File: src/rtl/per_pkg.sv
// Shared types and helpers for the peripheral receiver slice.
package per_pkg;

    typedef enum logic {
        IDLE = 1'b0,
        HOLD = 1'b1
    } state_t;

    localparam int DATA_W_DEF = 16;

    // Width needed to hold an occupancy value from 0 up to and including depth.
    function automatic int count_w(input int depth);
        return $clog2(depth) + 1;
    endfunction

endpackage

File: src/rtl/peripheral_receiver_if.sv
// Send/ack channel from the processor plus the valid/ready drain port.
interface peripheral_receiver_if
    import per_pkg::*;
#(
    parameter int DATA_W = DATA_W_DEF,
    parameter int DEPTH  = 4,
    parameter int CNT_W  = 16
);
    logic                       insend;
    logic [DATA_W-1:0]          indata;
    logic                       ack;
    logic [DATA_W-1:0]          out_data;
    logic                       out_valid;
    logic                       out_ready;
    logic [count_w(DEPTH)-1:0]  fifo_count;
    logic [CNT_W-1:0]           rx_count;

    // Processor and local consumer side.
    modport master (
        output insend, indata, out_ready,
        input  ack, out_data, out_valid, fifo_count, rx_count
    );

    // Receiver side.
    modport slave (
        input  insend, indata, out_ready,
        output ack, out_data, out_valid, fifo_count, rx_count
    );
endinterface

File: src/rtl/per_fifo.sv
// Small circular FIFO with occupancy count; head is shown combinationally.
module per_fifo
    import per_pkg::*;
#(
    parameter int DATA_W = DATA_W_DEF,
    parameter int DEPTH  = 4
) (
    input  logic                      clk,
    input  logic                      rst,
    input  logic                      wr_en,
    input  logic [DATA_W-1:0]         wr_data,
    input  logic                      rd_en,
    output logic [DATA_W-1:0]         rd_data,
    output logic [count_w(DEPTH)-1:0] count,
    output logic                      full,
    output logic                      empty
);
    localparam int PTR_W = $clog2(DEPTH);
    localparam int CW    = count_w(DEPTH);

    logic [DATA_W-1:0] mem_q [DEPTH];
    logic [PTR_W-1:0]  wr_ptr_q, wr_ptr_d;
    logic [PTR_W-1:0]  rd_ptr_q, rd_ptr_d;
    logic [CW-1:0]     count_q, count_d;
    logic              do_wr, do_rd;

    assign full  = (count_q == CW'(DEPTH));
    assign empty = (count_q == '0);
    assign do_wr = wr_en & ~full;
    assign do_rd = rd_en & ~empty;

    // Empty FIFO shows zero so the head is defined without resetting storage.
    assign rd_data = empty ? '0 : mem_q[rd_ptr_q];
    assign count   = count_q;

    // Next pointers and occupancy; pointers wrap naturally at DEPTH.
    always_comb begin
        wr_ptr_d = wr_ptr_q;
        rd_ptr_d = rd_ptr_q;
        count_d  = count_q;
        if (do_wr) wr_ptr_d = wr_ptr_q + PTR_W'(1);
        if (do_rd) rd_ptr_d = rd_ptr_q + PTR_W'(1);
        case ({do_wr, do_rd})
            2'b10:   count_d = count_q + CW'(1);
            2'b01:   count_d = count_q - CW'(1);
            default: count_d = count_q;
        endcase
    end

    // Control state register with synchronous active-low reset.
    always_ff @(posedge clk) begin
        if (!rst) begin
            wr_ptr_q <= '0;
            rd_ptr_q <= '0;
            count_q  <= '0;
        end else begin
            wr_ptr_q <= wr_ptr_d;
            rd_ptr_q <= rd_ptr_d;
            count_q  <= count_d;
        end
    end

    // Storage write; contents need no reset since occupancy gates visibility.
    always_ff @(posedge clk) begin
        if (do_wr) mem_q[wr_ptr_q] <= wr_data;
    end

endmodule

File: src/rtl/peripheral_receiver.sv
// Peripheral receiver: 4-phase send/ack sink feeding a local FIFO.
// Optional macro PER_SYNC_EN inserts a 2-flop synchronizer on insend;
// without it insend is used directly for same-clock integration.
module peripheral_receiver
    import per_pkg::*;
#(
    parameter int DATA_W = DATA_W_DEF,
    parameter int DEPTH  = 4,
    parameter int CNT_W  = 16
) (
    input  logic                 clkPER,
    input  logic                 rst,
    peripheral_receiver_if.slave bus
);
    localparam int CW = count_w(DEPTH);

    state_t             state_q, state_d;
    logic               ack_q, ack_d;
    logic [CNT_W-1:0]   rx_count_q, rx_count_d;
    logic               send_s;
    logic               wr_en;
    logic               fifo_full, fifo_empty;
    logic [DATA_W-1:0]  fifo_rd_data;
    logic [CW-1:0]      fifo_cnt;

`ifdef PER_SYNC_EN
    logic [1:0] sync_q;

    // Two-flop synchronizer bringing insend into the clkPER domain.
    always_ff @(posedge clkPER) begin
        if (!rst) sync_q <= '0;
        else      sync_q <= {sync_q[0], bus.insend};
    end

    assign send_s = sync_q[1];
`else
    assign send_s = bus.insend;
`endif

    // Handshake FSM: one write per send pulse, ack held until send drops.
    always_comb begin
        state_d    = state_q;
        ack_d      = ack_q;
        rx_count_d = rx_count_q;
        wr_en      = 1'b0;
        case (state_q)
            IDLE: begin
                ack_d = 1'b0;
                if (send_s && !fifo_full) begin
                    wr_en      = 1'b1;
                    rx_count_d = rx_count_q + CNT_W'(1);
                    ack_d      = 1'b1;
                    state_d    = HOLD;
                end
            end
            HOLD: begin
                ack_d = 1'b1;
                if (!send_s) begin
                    ack_d   = 1'b0;
                    state_d = IDLE;
                end
            end
            default: begin
                ack_d   = 1'b0;
                state_d = IDLE;
            end
        endcase
    end

    // FSM state, ack and received-word counter registers.
    always_ff @(posedge clkPER) begin
        if (!rst) begin
            state_q    <= IDLE;
            ack_q      <= 1'b0;
            rx_count_q <= '0;
        end else begin
            state_q    <= state_d;
            ack_q      <= ack_d;
            rx_count_q <= rx_count_d;
        end
    end

    per_fifo #(
        .DATA_W (DATA_W),
        .DEPTH  (DEPTH)
    ) u_fifo (
        .clk     (clkPER),
        .rst     (rst),
        .wr_en   (wr_en),
        .wr_data (bus.indata),
        .rd_en   (bus.out_ready & ~fifo_empty),
        .rd_data (fifo_rd_data),
        .count   (fifo_cnt),
        .full    (fifo_full),
        .empty   (fifo_empty)
    );

    assign bus.ack        = ack_q;
    assign bus.out_data   = fifo_rd_data;
    assign bus.out_valid  = ~fifo_empty;
    assign bus.fifo_count = fifo_cnt;
    assign bus.rx_count   = rx_count_q;

endmodule

File: src/flat_wrapper.sv
// flat-port wrapper written by rule: the top's interface ports become plain ports
module peripheral_receiver_flat import per_pkg::*;
#(
    parameter int DATA_W = DATA_W_DEF,
    parameter int DEPTH  = 4,
    parameter int CNT_W  = 16
)
  (clkPER, rst, bus_insend, bus_indata, bus_out_ready, bus_ack, bus_out_data, bus_out_valid, bus_fifo_count, bus_rx_count);
  peripheral_receiver_if #(.DATA_W(DATA_W), .DEPTH(DEPTH), .CNT_W(CNT_W)) bus_i ();
  input  logic clkPER;
  input  logic rst;
  input wire logic [$bits(bus_i.insend)-1:0] bus_insend;
  input wire logic [$bits(bus_i.indata)-1:0] bus_indata;
  input wire logic [$bits(bus_i.out_ready)-1:0] bus_out_ready;
  output wire logic [$bits(bus_i.ack)-1:0] bus_ack;
  output wire logic [$bits(bus_i.out_data)-1:0] bus_out_data;
  output wire logic [$bits(bus_i.out_valid)-1:0] bus_out_valid;
  output wire logic [$bits(bus_i.fifo_count)-1:0] bus_fifo_count;
  output wire logic [$bits(bus_i.rx_count)-1:0] bus_rx_count;
  assign bus_i.insend = bus_insend;
  assign bus_i.indata = bus_indata;
  assign bus_i.out_ready = bus_out_ready;
  assign bus_ack = bus_i.ack;
  assign bus_out_data = bus_i.out_data;
  assign bus_out_valid = bus_i.out_valid;
  assign bus_fifo_count = bus_i.fifo_count;
  assign bus_rx_count = bus_i.rx_count;
  peripheral_receiver #(.DATA_W(DATA_W), .DEPTH(DEPTH), .CNT_W(CNT_W)) u_core (.clkPER(clkPER), .rst(rst), .bus(bus_i));
endmodule
File: config.mk
export PLATFORM = sky130hd
export DESIGN_NAME = peripheral_receiver_flat
export DESIGN_NICKNAME = d
export VERILOG_FILES = /design/src/rtl/per_pkg.sv /design/src/rtl/peripheral_receiver_if.sv /design/src/rtl/per_fifo.sv /design/src/rtl/peripheral_receiver.sv /design/src/flat_wrapper.sv
export SDC_FILE = /design/constraint.sdc
export NUM_CORES = 1
export LEC_CHECK = 0
export ABC_AREA = 1
export CORE_ASPECT_RATIO = 0.6
export CORE_UTILIZATION = 50
export CTS_BUF_LIST = sky130_fd_sc_hd__clkbuf_16
export CTS_CLUSTER_DIAMETER = 40
export DETAILED_ROUTE_END_ITERATION = 8
export GPL_TIMING_DRIVEN = 0
export PLACE_DENSITY = 0.78
export SYNTH_ARGS = -nofsm -noshare
export SYNTH_HDL_FRONTEND = slang
export SYNTH_HIERARCHICAL = 1
export SYNTH_SLANG_ARGS = --single-unit
File: constraint.sdc
create_clock -name clkPER -period 2.97 [get_ports clkPER]
set_input_delay 0.297 -clock clkPER [delete_from_list [all_inputs] [get_ports clkPER]]
set_output_delay 0.297 -clock clkPER [all_outputs]
set_load 0.01 [all_outputs]
Word level (Yosys, flattened, before mapping)
Memory sizes are Yosys's and may differ from the RTL's. A register that Yosys moved wholly into a read port is not among the register bits.
Cells that the tools add are included.
{"block": "totals", "wordCells": 35, "ramBits": 64, "input_bits": 20, "memories": 1, "output_inout_bits": 37, "register_bits": 24}
{"name": "u_core.u_fifo.mem_q", "depth": 4, "word_bits": 16, "rd": 1, "rd_clocked_by_memory_dff": 1, "write_ports": 1, "line_no": "per_fifo.sv:21", "rtl": "logic [DATA_W-1:0] mem_q [DEPTH];"}
{"block": "op_classes", "n_reduce_logical": 5, "mux": 10, "bitwise": 6, "addsub": 5, "eq_ne": 3}
{"operator": "adder 16 x 1 -> 16 bit (second input constant)", "count": 1}
{"operator": "two-way mux 16 bit", "count": 1}
{"operator": "case mux 3 bit (2 select lines)", "count": 1}
{"operator": "two-way mux 1 bit", "count": 5}
{"operator": "adder 2 x 1 -> 2 bit (second input constant)", "count": 2}
{"operator": "two-way mux 2 bit", "count": 2}
{"operator": "adder 3 x 1 -> 3 bit (second input constant)", "count": 1}
{"operator": "AND 1 bit", "count": 3}
{"operator": "== test 3 bit (second input constant)", "count": 1}
{"operator": "logical NOT 3 bit", "count": 1}
{"operator": "inverter 1 bit", "count": 3}
{"operator": "subtractor 3 x 1 -> 3 bit (second input constant)", "count": 1}
{"operator": "== test 2 x 1 -> 1 bit (second input constant)", "count": 1}
{"operator": "== test 2 bit (second input constant)", "count": 1}
{"operator": "case mux 1 bit (2 select lines)", "count": 1}
{"operator": "AND reduction 2 bit", "count": 1}
{"operator": "nonzero test 2 bit", "count": 1}
{"operator": "logical AND 1 bit", "count": 1}
{"operator": "logical NOT 1 bit", "count": 1}

Longest topological paths before layout
Gate-level depths: netlist of the first run.
{"block": "depth", "depth_word": 8, "depth_mapped": 17, "ltp_nobuf": 16}

By module
The synthesis of the first run kept the hierarchy.
{"module": "per_fifo", "n_inst": 1, "area_each_um2": 3012.9, "seq_area_each_um2": 2102.0, "cells_per_inst": 259}
{"module": "peripheral_receiver", "n_inst": 1, "area_each_um2": 908.4, "seq_area_each_um2": 340.3, "cells_per_inst": 142}

Least setup slack after synthesis of the first run
OpenSTA, ideal clock, no wires.
{"block": "synth_timing", "path_kind": "flip-flop to flip-flop", "startpoint": "register u_core.u_fifo.count_q[1], in the netlist u_core/u_fifo/count[1]", "endpoint": "memory u_core/u_fifo/mem_q[0][0] (netlist bit) (enable)", "arrival_time_ns": 1.883, "synth_period_minus_slack_ns": 2.272, "setup_time_ns": 0.389, "slack_ns": 0.698, "path_stages_with_launch": 10, "path_cell_list": "dfxtp_1 > nor2_2 > nand2_1 > inv_1 > inv_1 > nand2_1 > nor2_2 > buf_4 > nand2_4 > nor2_1"}
{"block": "synth_between", "elab_chain_cells": 8, "word_cells_on_any_way": 9, "classes_between": "eq/ne: 1; mux: 4; bitwise: 2; reduce/logical: 2"}
{"element": "start: declaration", "line_no": "per_fifo.sv:24", "rtl": "logic [CW-1:0] count_q, count_d;"}
{"element": "start signal: assignment", "line_no": "per_fifo.sv:59", "rtl": "count_q <= count_d;"}
{"element": "== test 3 bit", "line_no": "per_fifo.sv:27", "rtl": "assign full = (count_q == CW'(DEPTH));"}
{"element": "via u_core.fifo_full", "line_no": "peripheral_receiver.sv:22", "rtl": "logic fifo_full, fifo_empty;"}
{"element": "logical NOT 1 bit", "line_no": "peripheral_receiver.sv:49", "rtl": "if (send_s && !fifo_full) begin"}
{"element": "logical AND 1 bit", "line_no": "peripheral_receiver.sv:49"}
{"element": "two-way mux 1 bit", "line_no": "peripheral_receiver.sv:49"}
{"element": "two-way mux 1 bit", "line_no": "peripheral_receiver.sv:46", "rtl": "case (state_q)"}
{"element": "via u_core.wr_en", "line_no": "peripheral_receiver.sv:21", "rtl": "logic wr_en;"}
{"element": "AND 1 bit", "line_no": "per_fifo.sv:29", "rtl": "assign do_wr = wr_en & ~full;"}
{"element": "two-way mux 1 bit", "line_no": "per_fifo.sv:65", "rtl": "if (do_wr) mem_q[wr_ptr_q] <= wr_data;"}
{"element": "two-way mux 1 bit (not written as such)", "line_no": "per_fifo.sv:65"}
{"element": "end: declaration", "line_no": "per_fifo.sv:21"}
The timed path passes the listed nets, and every way through them passes these cells.

Final worst setup path of the first run
{"block": "layout_timing", "startpoint": "register u_core.u_fifo.count_q[1], in the netlist u_core/u_fifo/count[1]", "endpoint": "memory u_core/u_fifo/mem_q[3][8] (netlist bit) (enable)"}
Same word-level chain as after synthesis.

==> results of run 1 <==
flip-flops by register name, summed over array words and instances (netlist names), named ones only:
signal and count:
u_core/bus.ack 1, u_core/bus.rx_count 16, u_core/u_fifo/count 3, u_core/u_fifo/mem_q 64
u_core/u_fifo/rd_ptr_q 2, u_core/u_fifo/wr_ptr_q 2
through the flow:
step,std cells,setup slack [ns],instance area (µm²)
2_1_floorplan,401,0.698,3920
3_3_place_gp,561,0.0437,4610
3_5_place_dp,562,0.425,4630
4_1_cts,578,0.419,4910
5_1_grt,578,0.249,4910
6_report,578,0.408,4910
cell usage in the layout, fill, tap and decap left out, types with 3 or more instances in the layout:
cell,n
nor2_1,99
edfxtp_1,64
clkdlybuf4s50_1,56
nand2_1,46
inv_1,40
o21ai_1,29
a21oi_1,26
dfxtp_1,26
nand3_1,17
clkbuf_16,9
buf_4,8
o21ai_0,8
nor2_2,7
nand4_1,6
ha_1,6
buf_6,5
nand2_2,3
inv_2,3
path summary, 6_finish.rpt:
check                                                from                   endpoint  depth (start not counted)
worst max register to register     u_core/u_fifo/count[1]  u_core/u_fifo/mem_q[3][8]                          9
worst min register to register  u_core/u_fifo/rd_ptr_q[1]                   register                          2
worst min-delay path            u_core/u_fifo/rd_ptr_q[1]                   register                          2
worst max-delay path               u_core/u_fifo/count[1]  u_core/u_fifo/mem_q[3][8]                          9
metal layers:
layer	share of wire	up-vias	global-route usage
li1	-	1469	-
met2	0.44	103	0.334
met3	0.069	6	0.0805
met5	0	-	0
met4	0.0062	0	0.0570
met1	0.48	1396	0.331
cell usage after synthesis:
cell	instances
a211oi_1	1
a21oi_1	26
and2_2	1
buf_4	7
buf_6	5
clkbuf_1	1
dfxtp_1	26
edfxtp_1	64
fa_1	1
ha_1	6
inv_1	37
inv_2	3
inv_4	1
nand2_1	46
nand2_2	3
nand2_4	1
nand3_1	17
nand3b_1	1
nand4_1	6
nor2_1	102
nor2_2	4
nor2_4	2
nor3_1	1
o21a_1	1
o21ai_0	8
o21ai_1	29
xor2_1	1
area by class of cell:
class / count / area (µm²)
Fill cell: 592 / 2510
Tap cell: 104 / 130
Sequential cell: 90 / 2440
Multi-Input combinational cell: 257 / 1220
Buffer: 13 / 113
Inverter: 41 / 156
Clock buffer: 9 / 225
Timing Repair Buffer: 57 / 568
Clock inverter: 7 / 55.1
worst register-to-register path: stages (launching register included):
cell     delay [ns]
dfxtp_1        0.39
nor2_2         0.08
nand2_1        0.16
inv_1          0.10
inv_1          0.10
nand2_1        0.07
nor2_2         0.19
buf_4          0.24
nand2_4        0.11
nor2_2         0.75
cells by family after synthesis:
| group | after synthesis |
|---|---|
| AND/OR/NAND/NOR | 184 |
| adder cells (fa/ha/maj) | 7 |
| buffers and inverters | 54 |
| AO/OA/AOI/OAI | 65 |
| XOR/XNOR | 1 |
| flip-flops | 90 |
where the power goes:
group	leakage, nW	switching [mW]	total, mW	internal [mW]
clock	0.150	0.437	1.07	0.636
sequential	0.795	0.0449	1.49	1.44
combinational	0.871	0.609	1.09	0.480
==> flow_summary.yaml, run 1 <==
drt:
  drc: 0
  via_count: 2974
  viasPerCell: 5.15
  wl_per_cell_um: 14.9
  ant_nets: 0
  wirelength_um: 8590
  drtIter0Drc: 215
  first_pass_iters: 5
floorplan:
  coreArea_um2: 7420
  die_area_um2: 8210
  start_util: 0.529
  pin_count: 57
  die_w_um: 116
  num_rows: 24
  die_h_um: 70.6
setup_path:
  cpPeakStageDelay_ns: 0.75
  path_buf_inv: 3
  cp_cell_sequence: "nor2_2, nand2_1, inv_1, inv_1, nand2_1, nor2_2, buf_4, nand2_4, nor2_2"
  worstPathMaxFanout: 16
  cp_top_family: "simple AND/OR/NAND/NOR gates"
  worst-endpoint-required_ns: 2.93
  crit_path_top_delay_cell: "nor2_2"
  crit_path_end_kind: "register"
  path_common_cell: "nor2_2"
  r2r_slack_ns: 0.41
  arrival_ns: 2.52
  critical_path_class: "reg -> reg"
  crit_path_start_kind: "register"
cells_and_area:
  drive_gt1_frac: 0.0907
  antennaDiodeCount: 0
  areaGrowthSynthToFinish_pct: 25.1
  fin_nets: 496
  fin_util: 0.662
logic_synthesis:
  synth_top_area_cell: "edfxtp_1"
  syn-cell-area_um2: 3920
  synth_top_family_by_area: "simple AND/OR/NAND/NOR gates"
  synth.net_count: 428
  ys_seq_area_frac: 0.623
  synthMuxAreaShare: 0
  synth_compound_area_frac: 0.0842
  synth-simple-area-share: 0.198
  yosys.area.top_type_share: 0.490
  synthCells: 401
  synth_xor_xnor_area_share: 0.00223
  ys_top_cells_by_area: "edfxtp_1 49%, dfxtp_1 13%, nor2_1 9.8%, nand2_1 4.4%, o21ai_1 3.7%"
  yosysWarnings: 6
  synth_fa_ha_area_frac: 0.0243
  syn_avg_cell_area_um2: 9.78
  yosys.cell_types.count: 27
  ys_ff_latch: 90
global_routing:
  antenna_found_initial: 0
  grt_overflow: 0
  grt_usage: 0.230
  grt_pass1_vias: 2884
  grt_pass1_wl_um: 13800
  grt_max_degree: 17
flow_run:
  cap_viol_max_count: 0
clock_tree:
  path_clk_slew_ns: 0.06
  cts_sinks: 90
  cts_root_buffer: "clkbuf_16"
  tritoncts: "built"
  h-tree-depth: 3
  ctsResizeCount: 0
  cts_setup_buffers: 0
  hold_buffers: 0
  cts_buffers: 9
  insertion_delay_ns: 0.34
  cts.path.max_buffers: 2
power_and_ir_drop:
  cellPowerDensity_nw_per_um2: 744
  ir_drop_mv: 0.342
  p_leak_nw: 1.82
  total_power_mw: 3.65
placed_design:
  dp_hpwl_um: 5940
  gp_congestion: 0.820
  portBuffers: 56
sta:
  min_period_ns: 2.56
  timing.setup.tns_ns: 0
  slew_violations: 0
  tightest_slew_ns: 0.973
  rsz0062_at_grt: "no"
  fin_crit_sh: 0.863
  finClkSkew_ns: 0.00936
  timing.fmax_ghz: 0.390
  holdWs_ns: 0.496
  hold_viol_final: 0
  relSlewSlack: 0.350
  finalSetupViolations: 0
min_path:
  hold_class: "reg -> reg"
outcome:
  outcome: "finished, final reports clean"
(Power assumes the default switching activity.)
==> inputs of run 2 (changes only) <==
- ABC_AREA: 1 -> default
- PLACE_DENSITY: 0.78 -> 0.79
==> flow_summary.yaml, run 2 <==
setup_path:
  worst-endpoint-required_ns: 3.21
  critical_path_class: "reg -> reg"
  arrival_ns: 2.97
  crit_path_start_kind: "register"
  crit_path_end_kind: "register"
  worstPathMaxFanout: 10
  rr_worst_depth: 12
clock_tree:
  cts_root_buffer: "clkbuf_16"
  cts_sinks: 90
  h-tree-depth: 3
  cts.path.max_buffers: 2
  insertion_delay_ns: 0.33
  path_clk_slew_ns: 0.06
  cts_setup_buffers: 0
  tritoncts: "built"
  cts_buffers: 9
placed_design:
  dp_hpwl_um: 4830
  portBuffers: 56
  gp_congestion: 0.784
cells_and_area:
  layout_commonest_cell: "edfxtp_1"
  fin_nets: 339
  largest_register_ffs: 64
  areaGrowthSynthToFinish_pct: 26.2
  fin_util: 0.658
  regArea_um2: 2440
  nFillCells: 536
  final_cell_mix: "64 x edfxtp_1, 56 x clkdlybuf4s50_1, 25 x dfxtp_1"
  top_register: "u_core/u_fifo/mem_q"
  multiInputGateArea_um2: 1280
  drive_gt1_frac: 0.174
  antennaDiodeCount: 0
logic_synthesis:
  synthTopCellsByCount: "64 x edfxtp_1, 26 x dfxtp_1, 12 x nand2_1"
  synthCells: 245
  yosysWarnings: 6
  ys_seq_area_frac: 0.639
  synth.net_count: 272
  ys_ff_latch: 90
  syn-cell-area_um2: 3820
  yosys.area.top_type_share: 0.503
  async_reset_ff_frac: 0
  yosys.cell_types.count: 41
  synth_top_area_cell: "edfxtp_1"
  synth_ff_type: "edfxtp_1"
  synth.most_common_cell: "edfxtp_1"
  ys_top_cells_by_area: "edfxtp_1 50%, dfxtp_1 14%, mux4_2 5.9%, mux4_1 4.1%, nor2b_4 3.6%"
  syn_avg_cell_area_um2: 15.6
  synth_edf_count: 64
power_and_ir_drop:
  pwr-share-seq: 0.459
  pwr-share-comb: 0.193
  power.internal_mw: 2.38
  netSwitchingPower_mw: 0.758
  p_clk_frac: 0.347
  cellPowerDensity_nw_per_um2: 651
  switching_share: 0.241
  p_leak_nw: 1.63
  ir_drop_mv: 0.345
  total_power_mw: 3.14
sta:
  rsz0062_at_grt: "no"
  finalSetupViolations: 0
  fin_crit_sh: 0.918
  holdWs_ns: 0.478
  finClkSkew_ns: 0.00644
  timing.fmax_ghz: 0.367
  min_period_ns: 2.73
  hold_viol_final: 0
  tightest_slew_ns: 0.913
  relSlewSlack: 0.391
  slew_violations: 0
  timing.setup.tns_ns: 0
drt:
  ant_nets: 0
  via_count: 2195
  wl_met2_um: 3280
  wl_met1_um: 3290
  viasPerCell: 5.21
  first_pass_iters: 4
  met3_length_um: 269
  wl_per_cell_um: 16.3
  drc: 0
  highest_layer: "met4"
  wirelength_um: 6870
  drtIter0Drc: 128
global_routing:
  antenna_found_initial: 0
  grt_overflow: 0
  grt_max_degree: 17
  grt_usage: 0.189
  grt_pass1_vias: 2195
  grt_pass1_wl_um: 10900
outcome:
  outcome: "finished, final reports clean"
min_path:
  hold_class: "reg -> reg"
  whs_path_depth: 2
floorplan:
  die_area_um2: 8010
  die_w_um: 115
  coreArea_um2: 7330
  start_util: 0.522
  num_rows: 24
  pin_count: 57
  die_h_um: 69.7
flow_run:
  cap_viol_max_count: 0
-- run 2: cell count changes in the layout (fill, tap and decap cells not counted), sizes merged, moves of 12 or more --
cell   change
nand2     -38
mux4      +16
a21oi     -21
nor2      -98
o21ai     -29
nor2b     +19
nand3     -12
inv       -33
-- run 2: worst paths after layout --
check	endpoint	slack [ns]	from
worst max-delay path	u_core/u_fifo/count[2]	0.24	u_core/u_fifo/count[1]
worst max register to register	u_core/u_fifo/count[2]	0.24	u_core/u_fifo/count[1]
worst min-delay path	u_core/bus.rx_count[15]	0.48	u_core/bus.rx_count[15]
worst min register to register	u_core/bus.rx_count[15]	0.48	u_core/bus.rx_count[15]
-- run 2: metal layers --
layer	vias to the layer above	track usage
li1	1049	-
met3	4	0.0699
met4	0	0.0390
met2	35	0.291
met1	1107	0.259
met5	-	0
-- run 2: cell type report --
class	count	share of cell area
multi-input cells	135	0.266
clock buffers	9	0.0467
repair buffers	56	0.116
plain buffers	10	0.0156
well taps	104	0.0270
inverters	10	0.00778
flip-flops and latches	90	0.506
clock inverters	7	0.0143
-- run 2: worst max-delay path: stages (launching register included) --
cell and delay [ns]:
dfxtp_1 0.38, nor3b_4 0.28, nor3b_1 0.10, buf_2 0.20, nor2b_1 0.15, clkbuf_2 0.17
inv_1 0.09, ha_1 0.17, inv_1 0.06, fa_1 0.37, xor2_1 0.17, or3_1 0.31
a21boi_0 0.18
-- run 2: repair_timing --
item	4_1_cts	5_1_grt
hold buffers	0	0
setup endpoints to repair	1	1
endpoints found under the hold margin	0	0
resized for setup	1	5
-- run 2: kinds of logic (layout without fill, tap and decap cells) --
family / after synthesis / in the layout / synth area share
AND/OR/NAND/NOR: 79 / 79 / 0.144
multiplexers: 20 / 20 / 0.111
buffers and inverters: 20 / 92 / 0.0291
adder cells (fa/ha/maj): 7 / 7 / 0.0249
flip-flops: 90 / 90 / 0.639
XOR/XNOR: 11 / 11 / 0.0252
AO/OA/AOI/OAI: 18 / 18 / 0.0275
-- run 2: per-stage QoR --
| stage | worst slack, ns | instances | instance area (µm²) |
|---|---|---|---|
| final | 0.242 | 421 | 4820 |
| after global routing | 0.0285 | 421 | 4820 |
| after CTS | 0.139 | 421 | 4810 |
| after detailed placement | -0.0138 | 405 | 4510 |
| after global placement | 0.110 | 405 | 4510 |
| after floorplan | 0.351 | 245 | 3820 |
-- run 2: power by group through the flow --
| stage | logic (mW) | registers (mW) | clock network (mW) |
|---|---|---|---|
| final | 0.607 | 1.44 | 1.09 |
| after global placement | 0.595 | 1.46 | 0 |
| after CTS | 0.611 | 1.44 | 1.12 |
| after detailed placement | 0.609 | 1.47 | 0 |
| after floorplan | 0.353 | 1.46 | 0 |
| after global routing | 0.652 | 1.45 | 1.17 |
==> inputs of run 3 (changes only) <==
- CORE_UTILIZATION: 50 -> 48
- clock period: 2.97 -> 2.3 ns (I/O delays scaled with it)
==> flow_summary.yaml, run 3 (synthesis gave the netlist of run 2 again) <==
placed_design:
  gp_congestion: 0.798
  portBuffers: 56
  dp_hpwl_um: 4980
  dp_cells: 405
floorplan:
  num_rows: 24
  coreArea_um2: 7480
  die_area_um2: 8340
  pin_count: 57
  die_h_um: 71.1
  die_w_um: 117
  start_util: 0.511
min_path:
  whs_path_depth: 2
  hold_start: "u_core/bus.rx_count[15]"
  whs_endpoint: "u_core/bus.rx_count[15]"
  hold_class: "reg -> reg"
drt:
  drc: 0
  ant_nets: 0
  wl_per_cell_um: 17.4
  viasPerCell: 5.36
  drtIter0Drc: 154
  first_pass_iters: 4
  via_count: 2288
  wirelength_um: 7440
outcome:
  outcome: "finished, final reports clean"
global_routing:
  grt_pass1_vias: 2216
  grt_usage: 0.195
  grt_max_degree: 17
  grt_pass1_wl_um: 11400
  antenna_found_initial: 0
  grt_overflow: 0
cells_and_area:
  areaGrowthSynthToFinish_pct: 29.0
  drive_gt1_frac: 0.226
  top_register: "u_core/u_fifo/mem_q"
  fin_util: 0.660
  antennaDiodeCount: 0
  nFillCells: 508
  layout_commonest_cell: "edfxtp_1"
  final_cell_mix: "64 x edfxtp_1, 43 x clkdlybuf4s50_1, 23 x dfxtp_1"
  fin_nets: 345
  largest_register_ffs: 64
  stdcell_count: 427
power_and_ir_drop:
  ir_drop_mv: 0.525
  p_leak_nw: 1.76
  cellPowerDensity_nw_per_um2: 812
clock_tree:
  cts.path.max_buffers: 2
  cts_sinks: 90
  path_clk_slew_ns: 0.06
  insertion_delay_ns: 0.34
  tritoncts: "built"
  h-tree-depth: 3
  cts_root_buffer: "clkbuf_16"
  cts_buffers: 9
sta:
  rsz0062_at_grt: "no"
  relSlewSlack: 0.665
  slew_violations: 0
  fin_crit_sh: 0.973
  tightest_slew_ns: 0.503
  hold_viol_final: 0
  timing.fmax_ghz: 0.447
  holdWs_ns: 0.491
  finalSetupViolations: 0
  finClkSkew_ns: 0.00436
  min_period_ns: 2.24
setup_path:
  reg2reg_from: "u_core/u_fifo/count[1]"
  r2r_slack_ns: 0.10
  worst-endpoint-required_ns: 2.07
  arrival_ns: 2.01
  critical_path_class: "reg -> out"
  crit_path_start_kind: "register"
  crit_path_end_kind: "primary output"
  worstPathMaxFanout: 7
  r2r_end: "u_core/u_fifo/count[2]"
  rr_worst_depth: 10
flow_run:
  cap_viol_max_count: 0
## run 3: cell types whose count changed in the layout (fill, tap and decap cells not counted), moves of 3 or more
cell / delta
clkdlybuf4s50_1: -13
buf_4: +8
dlygate4sd2_1: +8
and2_1: -4
and2_2: +4
dlymetal6s2s_1: +4
buf_2: -3
dfxtp_4: +3
nor2b_4: +3
## run 3: layer usage
| layer | vias up | track usage | wire length [µm] |
|---|---|---|---|
| li1 | 1059 | - | - |
| met1 | 1152 | 0.262 | 3360 |
| met2 | 66 | 0.297 | 3620 |
| met3 | 11 | 0.0540 | 330 |
| met4 | 0 | 0.0900 | 133 |
| met5 | - | 0 | 0 |
## run 3: layout make-up
class	count	area (µm²)	share of cell area
buffer	8	73.8	0.0150
clock buffer	9	225	0.0457
clock inverter	7	45.0	0.00913
inverter	10	37.5	0.00761
multi-input combinational	135	1340	0.271
sequential	90	2450	0.497
tap	104	130	0.0264
timing repair buffer	64	633	0.128
## run 3: power by group
part / switching, mW / internal (mW)
clock: 0.589 / 0.727
sequential: 0.0447 / 1.82
combinational: 0.390 / 0.431
## run 3: worst max-delay path: stages, from the launching register on
cell and delay, ns:
dfxtp_1 0.33, buf_6 0.15, buf_12 0.12, buf_12 0.13
mux4_2 0.51, nor2b_4 0.14, dlygate4sd2_1 0.29
## run 3: repair_timing
action,4_1_cts,5_1_grt
setup endpoints to repair,76,8
pin swaps,2,2
gates resized for setup,18,10
setup buffers,5,3
hold buffers,0,0
## run 3: worst max-delay path by stage
stage | to | slack (ns) | cells after the start
4_1_cts | u_core/u_fifo/count[2] | -0.06 | 12
6_report | bus_out_data[14] | 0.06 | 6
5_1_grt | u_core/u_fifo/count[2] | 0.001 | 10
3_3_place_gp | u_core/u_fifo/mem_q[3][11] | -0.30 | 6
2_1_floorplan | u_core/u_fifo/count[2] | 0.02 | 12
3_5_place_dp | u_core/u_fifo/mem_q[3][9] | -0.37 | 6
## run 3: through the flow
stage	worst slack (ns)	instance area, µm²	power (mW)	TNS (ns)
finish	0.0628	4930	4.00	0
global route	0.00129	4930	4.16	0
CTS	-0.0592	4890	4.02	-0.0592
detailed placement	-0.366	4560	2.71	-22.47
global placement	-0.299	4560	2.69	-18.53
floorplan	0.0161	3870	2.37	0
